File: src/rtl/adder_defs.sv
// Shared definitions for the chunked adder/subtractor: FSM state encodings
// and a small helper that sizes the chunk index counter.
package adder_defs;

  typedef enum logic [1:0] {
    ST_IDLE = 2'd0,
    ST_RUN  = 2'd1,
    ST_DONE = 2'd2
  } state_t;

  // Bits needed to count 0..n-1, never less than one so a single-chunk
  // configuration still gets a real (if trivial) index register.
  function automatic int clog2_min1(input int n);
    int w;
    w = 1;
    while ((1 << w) < n) begin
      w = w + 1;
    end
    return w;
  endfunction

endpackage

File: src/rtl/chunk_adder.sv
// CHUNK-bit combinational ripple adder built from one_bit_full_adder cells.
// Besides the carry out it exposes the carry into the top bit, which the
// parent uses to derive signed overflow on the final chunk.
module chunk_adder #(
  parameter int CHUNK = 8
) (
  input  logic [CHUNK-1:0] a,
  input  logic [CHUNK-1:0] b,
  input  logic             cin,
  output logic [CHUNK-1:0] sum,
  output logic             cout,
  output logic             c_msb
);

  // Each stage owns its own carry nets so the chain is a plain sequence of
  // distinct wires rather than a vector that feeds back into itself.
  genvar i;
  generate
    for (i = 0; i < CHUNK; i++) begin : g_bit
      logic c_in_bit;
      logic c_out_bit;

      if (i == 0) begin : g_first
        assign c_in_bit = cin;
      end else begin : g_rest
        assign c_in_bit = g_bit[i-1].c_out_bit;
      end

      one_bit_full_adder u_fa (
        .a   (a[i]),
        .b   (b[i]),
        .cin (c_in_bit),
        .sum (sum[i]),
        .cout(c_out_bit)
      );
    end
  endgenerate

  assign cout  = g_bit[CHUNK-1].c_out_bit;
  assign c_msb = g_bit[CHUNK-1].c_in_bit;

endmodule

File: src/rtl/one_bit_full_adder.sv
// Single-bit full adder, the leaf cell of the chunk ripple chain.
module one_bit_full_adder (
  input  logic a,
  input  logic b,
  input  logic cin,
  output logic sum,
  output logic cout
);

  assign sum  = a ^ b ^ cin;
  assign cout = (a & b) | (cin & (a ^ b));

endmodule

File: src/rtl/chunked_adder_sub.sv
// Multi-cycle WIDTH-bit adder/subtractor. One CHUNK-wide adder is reused
// every clock with a registered carry between chunks. Operands come in on a
// valid/ready handshake, the result (with carry, signed overflow and zero
// flags) is held on a second valid/ready handshake until it is taken.
module chunked_adder_sub
  import adder_defs::*;
#(
  parameter int WIDTH = 32,
  parameter int CHUNK = 8
) (
  input  logic             clk,
  input  logic             reset,
  input  logic             in_valid,
  output logic             in_ready,
  input  logic [WIDTH-1:0] a,
  input  logic [WIDTH-1:0] b,
  input  logic             cin,
  input  logic             sub,
  output logic             out_valid,
  input  logic             out_ready,
  output logic [WIDTH-1:0] sum,
  output logic             cout,
  output logic             ovf,
  output logic             zero
);

  localparam int NCHUNK = WIDTH / CHUNK;
  localparam int IDX_W  = clog2_min1(NCHUNK);
  localparam logic [IDX_W-1:0] LAST_IDX = IDX_W'(NCHUNK - 1);

  // Reject configurations where the chunks would not tile the word exactly.
  generate
    if (CHUNK < 1 || CHUNK > WIDTH || (WIDTH % CHUNK) != 0) begin : g_bad_params
      $error("chunked_adder_sub: CHUNK must divide WIDTH and lie in 1..WIDTH");
    end
  endgenerate

  state_t           state;
  logic [IDX_W-1:0] idx;
  logic             carry;

  // Operand words shift right one chunk per RUN cycle, so the adder always
  // sees the low CHUNK bits and no wide index multiplexer is needed.
  logic [WIDTH-1:0] a_work;
  logic [WIDTH-1:0] b_work;
  logic [WIDTH-1:0] res_work;

  logic [WIDTH-1:0] sum_q;
  logic             cout_q;
  logic             ovf_q;
  logic             zero_q;

  logic [CHUNK-1:0] chunk_sum;
  logic             chunk_cout;
  logic             chunk_c_msb;
  logic [WIDTH-1:0] chunk_ext;
  logic [WIDTH-1:0] res_next;

  chunk_adder #(
    .CHUNK(CHUNK)
  ) u_chunk (
    .a    (a_work[CHUNK-1:0]),
    .b    (b_work[CHUNK-1:0]),
    .cin  (carry),
    .sum  (chunk_sum),
    .cout (chunk_cout),
    .c_msb(chunk_c_msb)
  );

  // New chunk result enters at the top while earlier chunks shift down; after
  // NCHUNK steps the first chunk has reached bit 0.
  always_comb begin
    chunk_ext = WIDTH'(chunk_sum);
    res_next  = (res_work >> CHUNK) | (chunk_ext << (WIDTH - CHUNK));
  end

  // Control FSM plus datapath registers; reset overrides every handshake.
  always_ff @(posedge clk) begin
    if (reset) begin
      state    <= ST_IDLE;
      idx      <= '0;
      carry    <= 1'b0;
      a_work   <= '0;
      b_work   <= '0;
      res_work <= '0;
      sum_q    <= '0;
      cout_q   <= 1'b0;
      ovf_q    <= 1'b0;
      zero_q   <= 1'b0;
    end else begin
      case (state)
        ST_IDLE: begin
          if (in_valid) begin
            a_work   <= a;
            b_work   <= sub ? ~b : b;
            carry    <= sub ? ~cin : cin;
            idx      <= '0;
            res_work <= '0;
            state    <= ST_RUN;
          end
        end
        ST_RUN: begin
          a_work   <= a_work >> CHUNK;
          b_work   <= b_work >> CHUNK;
          res_work <= res_next;
          carry    <= chunk_cout;
          idx      <= idx + IDX_W'(1);
          if (idx == LAST_IDX) begin
            sum_q  <= res_next;
            cout_q <= chunk_cout;
            ovf_q  <= chunk_cout ^ chunk_c_msb;
            zero_q <= (res_next == '0);
            state  <= ST_DONE;
          end
        end
        ST_DONE: begin
          if (out_ready) begin
            state <= ST_IDLE;
          end
        end
        default: begin
          state <= ST_IDLE;
        end
      endcase
    end
  end

  assign in_ready  = (state == ST_IDLE);
  assign out_valid = (state == ST_DONE);
  assign sum       = sum_q;
  assign cout      = cout_q;
  assign ovf       = ovf_q;
  assign zero      = zero_q;

endmodule

File: config.mk
export PLATFORM = sky130hd
export DESIGN_NAME = chunked_adder_sub
export DESIGN_NICKNAME = d
export VERILOG_FILES = /design/src/rtl/adder_defs.sv /design/src/rtl/chunk_adder.sv /design/src/rtl/one_bit_full_adder.sv /design/src/rtl/chunked_adder_sub.sv
export SDC_FILE = /design/constraint.sdc
export NUM_CORES = 1
export LEC_CHECK = 0
export CAP_MARGIN = 10
export CORE_MARGIN = 3
export CORE_UTILIZATION = 58
export CTS_BUF_LIST = sky130_fd_sc_hd__clkbuf_8
export DETAILED_ROUTE_END_ITERATION = 10
export PLACE_DENSITY_LB_ADDON = 0.25
export SETUP_SLACK_MARGIN = 0.02
export SLEW_MARGIN = 20
export SYNTH_ARGS = -nofsm -noshare
export SYNTH_HDL_FRONTEND = slang
export SYNTH_SLANG_ARGS = --single-unit
File: constraint.sdc
create_clock -name clk -period 9.75 [get_ports clk]
set_clock_uncertainty 0.1 [all_clocks]
set_input_delay 1.95 -clock clk [delete_from_list [all_inputs] [get_ports clk]]
set_output_delay 1.95 -clock clk [all_outputs]
set_load 0.005 [all_outputs]
======== After elaboration in Yosys (flattened, before gate mapping) ========
Cells that the tools add are included.
word-level totals
  register bits after elaboration ......... 136
  output and inout port bits .............. 37
  word-level logic and storage cells ...... 83
cells by class
  $add $sub $neg .......................... 1
  equality and inequality tests ........... 6
  mux-type cells .......................... 16
  bitwise logic cells ..................... 44
  reduce and logical (&&, ||, !) cells .... 6
operators by type and width
  cell                                                                      count
  32-bit one-hot mux with 2 select lines                                    3
  32-bit 2-to-1 mux                                                         4
  32-bit zero test                                                          1
  32-bit inverter                                                           1
  24-bit by 32-bit bitwise OR with 32-bit output                            1
  1-bit bitwise XOR                                                         17
  1-bit bitwise AND                                                         16
  2-bit 2-to-1 mux                                                          4
  1-bit bitwise OR                                                          8
  2-bit one-hot mux with 3 select lines                                     1
  2-bit equality test (second input constant)                               2
  2-bit inequality test (second input constant)                             2
  2-bit one-hot mux with 2 select lines                                     1
  2-bit AND reduction                                                       2
  3-bit AND reduction                                                       1
  2-bit by 1-bit adder with 2-bit output (second input constant)            1
  2-bit by 1-bit equality test with 1-bit output (second input constant)    1
  2-bit zero test                                                           1
  1-bit 2-to-1 mux                                                          2
  2-bit by 1-bit inequality test with 1-bit output (second input constant)  1
  1-bit one-hot mux with 2 select lines                                     1
  2-bit nonzero test                                                        1
  1-bit inverter                                                            1

======== Logic depth before layout (Yosys ltp) ========
  depth after elaboration ................. 18
  gate-level depth with buffers ........... 17
  depth with buffers taken out ............ 17

======== Modules after synthesis ========
Synthesis repeated with hierarchy kept, for this count alone.
second synthesis, totals
  cells, all modules ...................... 671
  area total of the unflattened synthesis .. 5,459.0 um^2
by module, submodules not included
  module              instances  cells each  area each (um^2)  seq. area each (um^2)
  chunked_adder_sub   1          663         5,298.8           2,562.5
  one_bit_full_adder  8          1           20.0              0.0

======== Least setup slack after synthesis ========
OpenSTA, ideal clock, no wires.
  kind .................................... reg-to-reg
  from .................................... reg carry
  to ...................................... reg zero_q (netlist: zero)
  library setup time ...................... 84 ps
  data arrival time ....................... 3,839 ps
  slack ................................... 5,727 ps
  cell stages (with the launch flop) ...... 18
  path buffers ............................ 0
  cell sequence ........................... dfxtp_1 inv_1 fa_1 fa_1 inv_1 fa_1 fa_1 fa_1 inv_1 fa_1 inv_1 fa_1 inv_1 fa_1 and4b_1 nand4_1 or4_1 o31ai_2
on the way
  word-level cells in the longest chain between the ends .. 17
  elaborated cells between the ends (all ways) .. 24
  classes of those cells .................. 23 x bitwise; 1 x reduce/logical
ends and longest elaborated chain
  item                                              line                      RTL
  start, declared                                   chunked_adder_sub.sv:40   logic carry;
  start signal, assigned                            chunked_adder_sub.sv:96   carry <= sub ? ~cin : cin;
  start signal, assigned                            chunked_adder_sub.sv:106  carry <= chunk_cout;
  1-bit bitwise AND                                 one_bit_full_adder.sv:11  assign cout = (a & b) | (cin & (a ^ b));
  1-bit bitwise OR                                  one_bit_full_adder.sv:11
  1-bit bitwise AND                                 one_bit_full_adder.sv:11
  1-bit bitwise OR                                  one_bit_full_adder.sv:11
  1-bit bitwise AND                                 one_bit_full_adder.sv:11
  1-bit bitwise OR                                  one_bit_full_adder.sv:11
  1-bit bitwise AND                                 one_bit_full_adder.sv:11
  1-bit bitwise OR                                  one_bit_full_adder.sv:11
  1-bit bitwise AND                                 one_bit_full_adder.sv:11
  1-bit bitwise OR                                  one_bit_full_adder.sv:11
  1-bit bitwise AND                                 one_bit_full_adder.sv:11
  1-bit bitwise OR                                  one_bit_full_adder.sv:11
  1-bit bitwise AND                                 one_bit_full_adder.sv:11
  1-bit bitwise OR                                  one_bit_full_adder.sv:11
  1-bit bitwise XOR                                 one_bit_full_adder.sv:10  assign sum = a ^ b ^ cin;
  24-bit by 32-bit bitwise OR with 32-bit output *  chunked_adder_sub.sv:74   res_next = (res_work >> CHUNK) | (chunk_ext << (WIDTH - CHUNK));
  32-bit zero test *                                chunked_adder_sub.sv:112  zero_q <= (res_next == '0);
  end signal, assigned                              chunked_adder_sub.sv:112
  end, declared                                     chunked_adder_sub.sv:51   logic zero_q;
Every way passes the cells marked *; elsewhere a longest branch is shown, timed or not.
A chain may end at the register's enable or synchronous reset.

======== Final worst setup path ========
Ends and elaborated chain as after synthesis.

==> flow_metrics.env <==
export IMPL_status="complete, no violations"
export IMPL_antenna_found_initial=0
export IMPL_finalInstanceArea_um2=6888
export IMPL_cp_end_kind="register"
export IMPL_wl_per_cell_um=14.83
export IMPL_die_area_um2=10670
export IMPL_worstPathArrival_ns=4.76
export IMPL_synth_compound_area_frac=0.1696
export IMPL_dp_hpwl_um=8656
export IMPL_post_cts_buffers=0
export IMPL_powerDensity_nw_per_um2=173.2
export IMPL_fill_cells=646
export IMPL_cts_tree="yes"
export IMPL_mostFrequentLayoutCell="nor2_1"
export IMPL_r2r_slack_ns=5.23
export IMPL_slew_headroom=0.3009
export IMPL_min_period_ns=4.522
export IMPL_grt_pass1_wl_um=20910
export IMPL_clkTransAtPathRegs_ns=0.08
export IMPL_reg2reg_from="carry$_SDFFE_PP0P_"
export IMPL_worstHoldEndpoint="sum[6]$_SDFFE_PP0P_"
export IMPL_fmax_ghz=0.2211
export IMPL_critPathKind="register to register"
export IMPL_cts_num_sinks=128
export IMPL_n_antenna_cell=0
export IMPL_crit_path_frequent_cell="fa_1"
export IMPL_cp_slowest_cell="fa_1"
export IMPL_syn_area_per_cell_um2=8.207
export IMPL_syn_to_final_growth_pct=25.46
export IMPL_holdPathStages=2
export IMPL_setup_ws_ns=5.228
export IMPL_synth_top_family_by_area="simple AND/OR/NAND/NOR gates"
export IMPL_cts_root_buf="clkbuf_8"
export IMPL_yosysWarnings=0
export IMPL_synth_simple_gate_area_frac=0.2197
export IMPL_mostFrequentLayoutCells="nor2_1 (139), dfxtp_1 (128), clkdlybuf4s50_1 (104), nand2_1 (81), a21oi_1 (70)"
export IMPL_grt_use_total=0.2484
export IMPL_cpPeakStageDelay_ns=0.62
export IMPL_rsz0062_at_grt="false"
export IMPL_power_leakage_nw=2.576
export IMPL_synth_cells=669
export IMPL_ios=107
export IMPL_cts_hold_buf=0
export IMPL_num_vias=4908
export IMPL_yosysSeqAreaShare=0.4667
export IMPL_critPathMaxFanout=3
export IMPL_final_core_util=0.7674
export IMPL_drv_slew=0
export IMPL_ctsLongestPathBuffers=2
export IMPL_start_util=0.6117
export IMPL_pre_cts_slack_ns=5.038
export IMPL_drive_gt1_frac=0.05843
export IMPL_tns_ns=0
export IMPL_yosys_cell_types_count=32
export IMPL_grt_max_degree=90
export IMPL_overflow=0
export IMPL_ff2ff_path_depth=17
export IMPL_synthMuxAreaShare=0
export IMPL_timing_rr_end="zero$_SDFFE_PP0P_"
export IMPL_hold_violations=0
export IMPL_synth_area_um2=5490
export IMPL_required_ns=9.99
export IMPL_synth_xor_area_share=0.05424
export IMPL_synth_fp_nets=748
export IMPL_drt_first_pass_iters=6
export IMPL_cts_htree_levels=4
export IMPL_wirelength_um=13030
export IMPL_maxCapViolations=0
export IMPL_numCtsBuffers=17
export IMPL_synth_adder_area_share=0.03145
export IMPL_die_x_um=103.3
export IMPL_drt_iter0_drc=356
export IMPL_grt_pass1_vias=4528
export IMPL_cts_resized=0
export IMPL_core_region_area_um2=8976
export IMPL_crit_chain="inv_1 -> fa_1 -> fa_1 -> inv_1 -> fa_1 -> fa_1 -> fa_1 -> inv_1 -> fa_1 -> inv_1 -> fa_1 -> inv_1 -> fa_1 -> and4b_1 -> nand4_1 -> or4_1 -> o31ai_2"
export IMPL_vias_per_cell=5.584
export IMPL_die_h_um=103.3
export IMPL_worstHoldStart="sum[6]$_SDFFE_PP0P_"
export IMPL_finalSetupViolations=0
export IMPL_place_inst=847
export IMPL_fin_cells=879
export IMPL_ant_nets=0
export IMPL_ir_drop_mv=0.09985
export IMPL_layout_nets=819
export IMPL_route_detailed_drc=0
export IMPL_min_path_type="register to register"
export IMPL_fin_crit_sh=0.4638
export IMPL_insertion_delay_ns=0.43
export IMPL_io_buffers=106
export IMPL_placementRows=34
export IMPL_place_gp_congestion=0.8341
export IMPL_synth_seq_cells=128
export IMPL_worst_slew_pin_slew_ns=1.047
export IMPL_critPathLaunchType="register"
export IMPL_placed_area_um2=6472
==> per-layer routing <==
metal / GRT usage / vias to the layer above / wire [um] / part of all wire
li1: - / 2398 / - / -
met4: 0.1046 / 0 / 323 / 0.025
met1: 0.2987 / 2262 / 5276 / 0.40
met3: 0.05835 / 31 / 849 / 0.065
met5: 0 / - / 0 / 0
met2: 0.4262 / 217 / 6585 / 0.51
==> power by group <==
| part | internal (mW) | switching [mW] | total [mW] |
|---|---|---|---|
| registers | 0.549 | 0.0173 | 0.567 |
| logic | 0.0781 | 0.0934 | 0.171 |
| clock network | 0.248 | 0.207 | 0.455 |
==> cells by family (layout without fill, tap and decap cells) <==
group,count (synthesis),count (layout)
simple gates,284,284
compound gates,142,142
flops,128,128
buf+inv,72,156
xor+xnor,34,34
fa+ha+maj,9,9
==> cell usage after synthesis, drive strengths merged <==
cell | n | area, um2
nand2b | 2 | 12.51
inv | 13 | 48.80
nor4 | 4 | 25.02
nand3b | 1 | 7.510
or4 | 2 | 15.01
nand3 | 1 | 5.000
a21oi | 70 | 350.3
and4b | 1 | 10.01
nand4 | 1 | 6.260
o31ai | 1 | 12.51
nor4b | 1 | 8.760
buf | 30 | 161.4
dfxtp | 128 | 2562
ha | 1 | 12.51
or2 | 1 | 6.260
and2 | 2 | 12.51
nand2 | 81 | 304.0
a211oi | 9 | 67.56
xnor2 | 11 | 96.34
fa | 8 | 160.2
clkbuf | 29 | 110.1
a22oi | 37 | 277.8
xor2 | 23 | 201.4
a222oi | 14 | 140.1
nor2b | 26 | 162.7
nor3 | 21 | 105.1
nor2 | 140 | 525.5
o211ai | 11 | 82.58
==> area by class of cell <==
type                       instances  area (um2)  area share
clock inverter                    12       133.9     0.01944
multi-input combinational        469        2619      0.3802
inverter                          13       48.80    0.007084
sequential                       128        2562      0.3720
timing repair buffer             111        1091      0.1584
clock buffer                      20       275.3     0.03996
tap                              126       157.7     0.02289
==> worst max-delay path: cells and delay by family (launching register included) <==
family                   cells  cell delay, ns
flip-flops                   1            0.35
buffers and inverters        5            0.36
adder cells (fa/ha/maj)      8            2.53
AND/OR/NAND/NOR              3            0.90
AO/OA/AOI/OAI                1            0.19
==> per-stage QoR <==
stage	hold WS, ns	total power, mW
after floorplan	0.3313	0.6892
after global placement	0.3400	0.7390
after detailed placement	0.3438	0.7459
after CTS	0.3594	1.194
after global routing	0.3723	1.237
final	0.3566	1.193
==> sequential cells by signal, summed over array words and instances, names as in the netlist <==
name,cells
res_work,24
zero,1
carry,1
state,2
idx,2
sum,32
a_work,32
cout,1
b_work,32
ovf,1
==> how the worst max path moves through the flow <==
stage,start,to,slack [ns],cells past startpoint
final,carry$_SDFFE_PP0P_,zero$_SDFFE_PP0P_,5.23,17
after global routing,carry$_SDFFE_PP0P_,zero$_SDFFE_PP0P_,5.02,17
after CTS,carry$_SDFFE_PP0P_,zero$_SDFFE_PP0P_,5.27,17
after detailed placement,in_valid,b_work[11]$_SDFFE_PP0P_,5.04,5
after global placement,in_valid,b_work[2]$_SDFFE_PP0P_,5.15,6
after floorplan,carry$_SDFFE_PP0P_,zero$_SDFFE_PP0P_,5.73,17
Note: power is estimated with default switching activity, not from simulation.
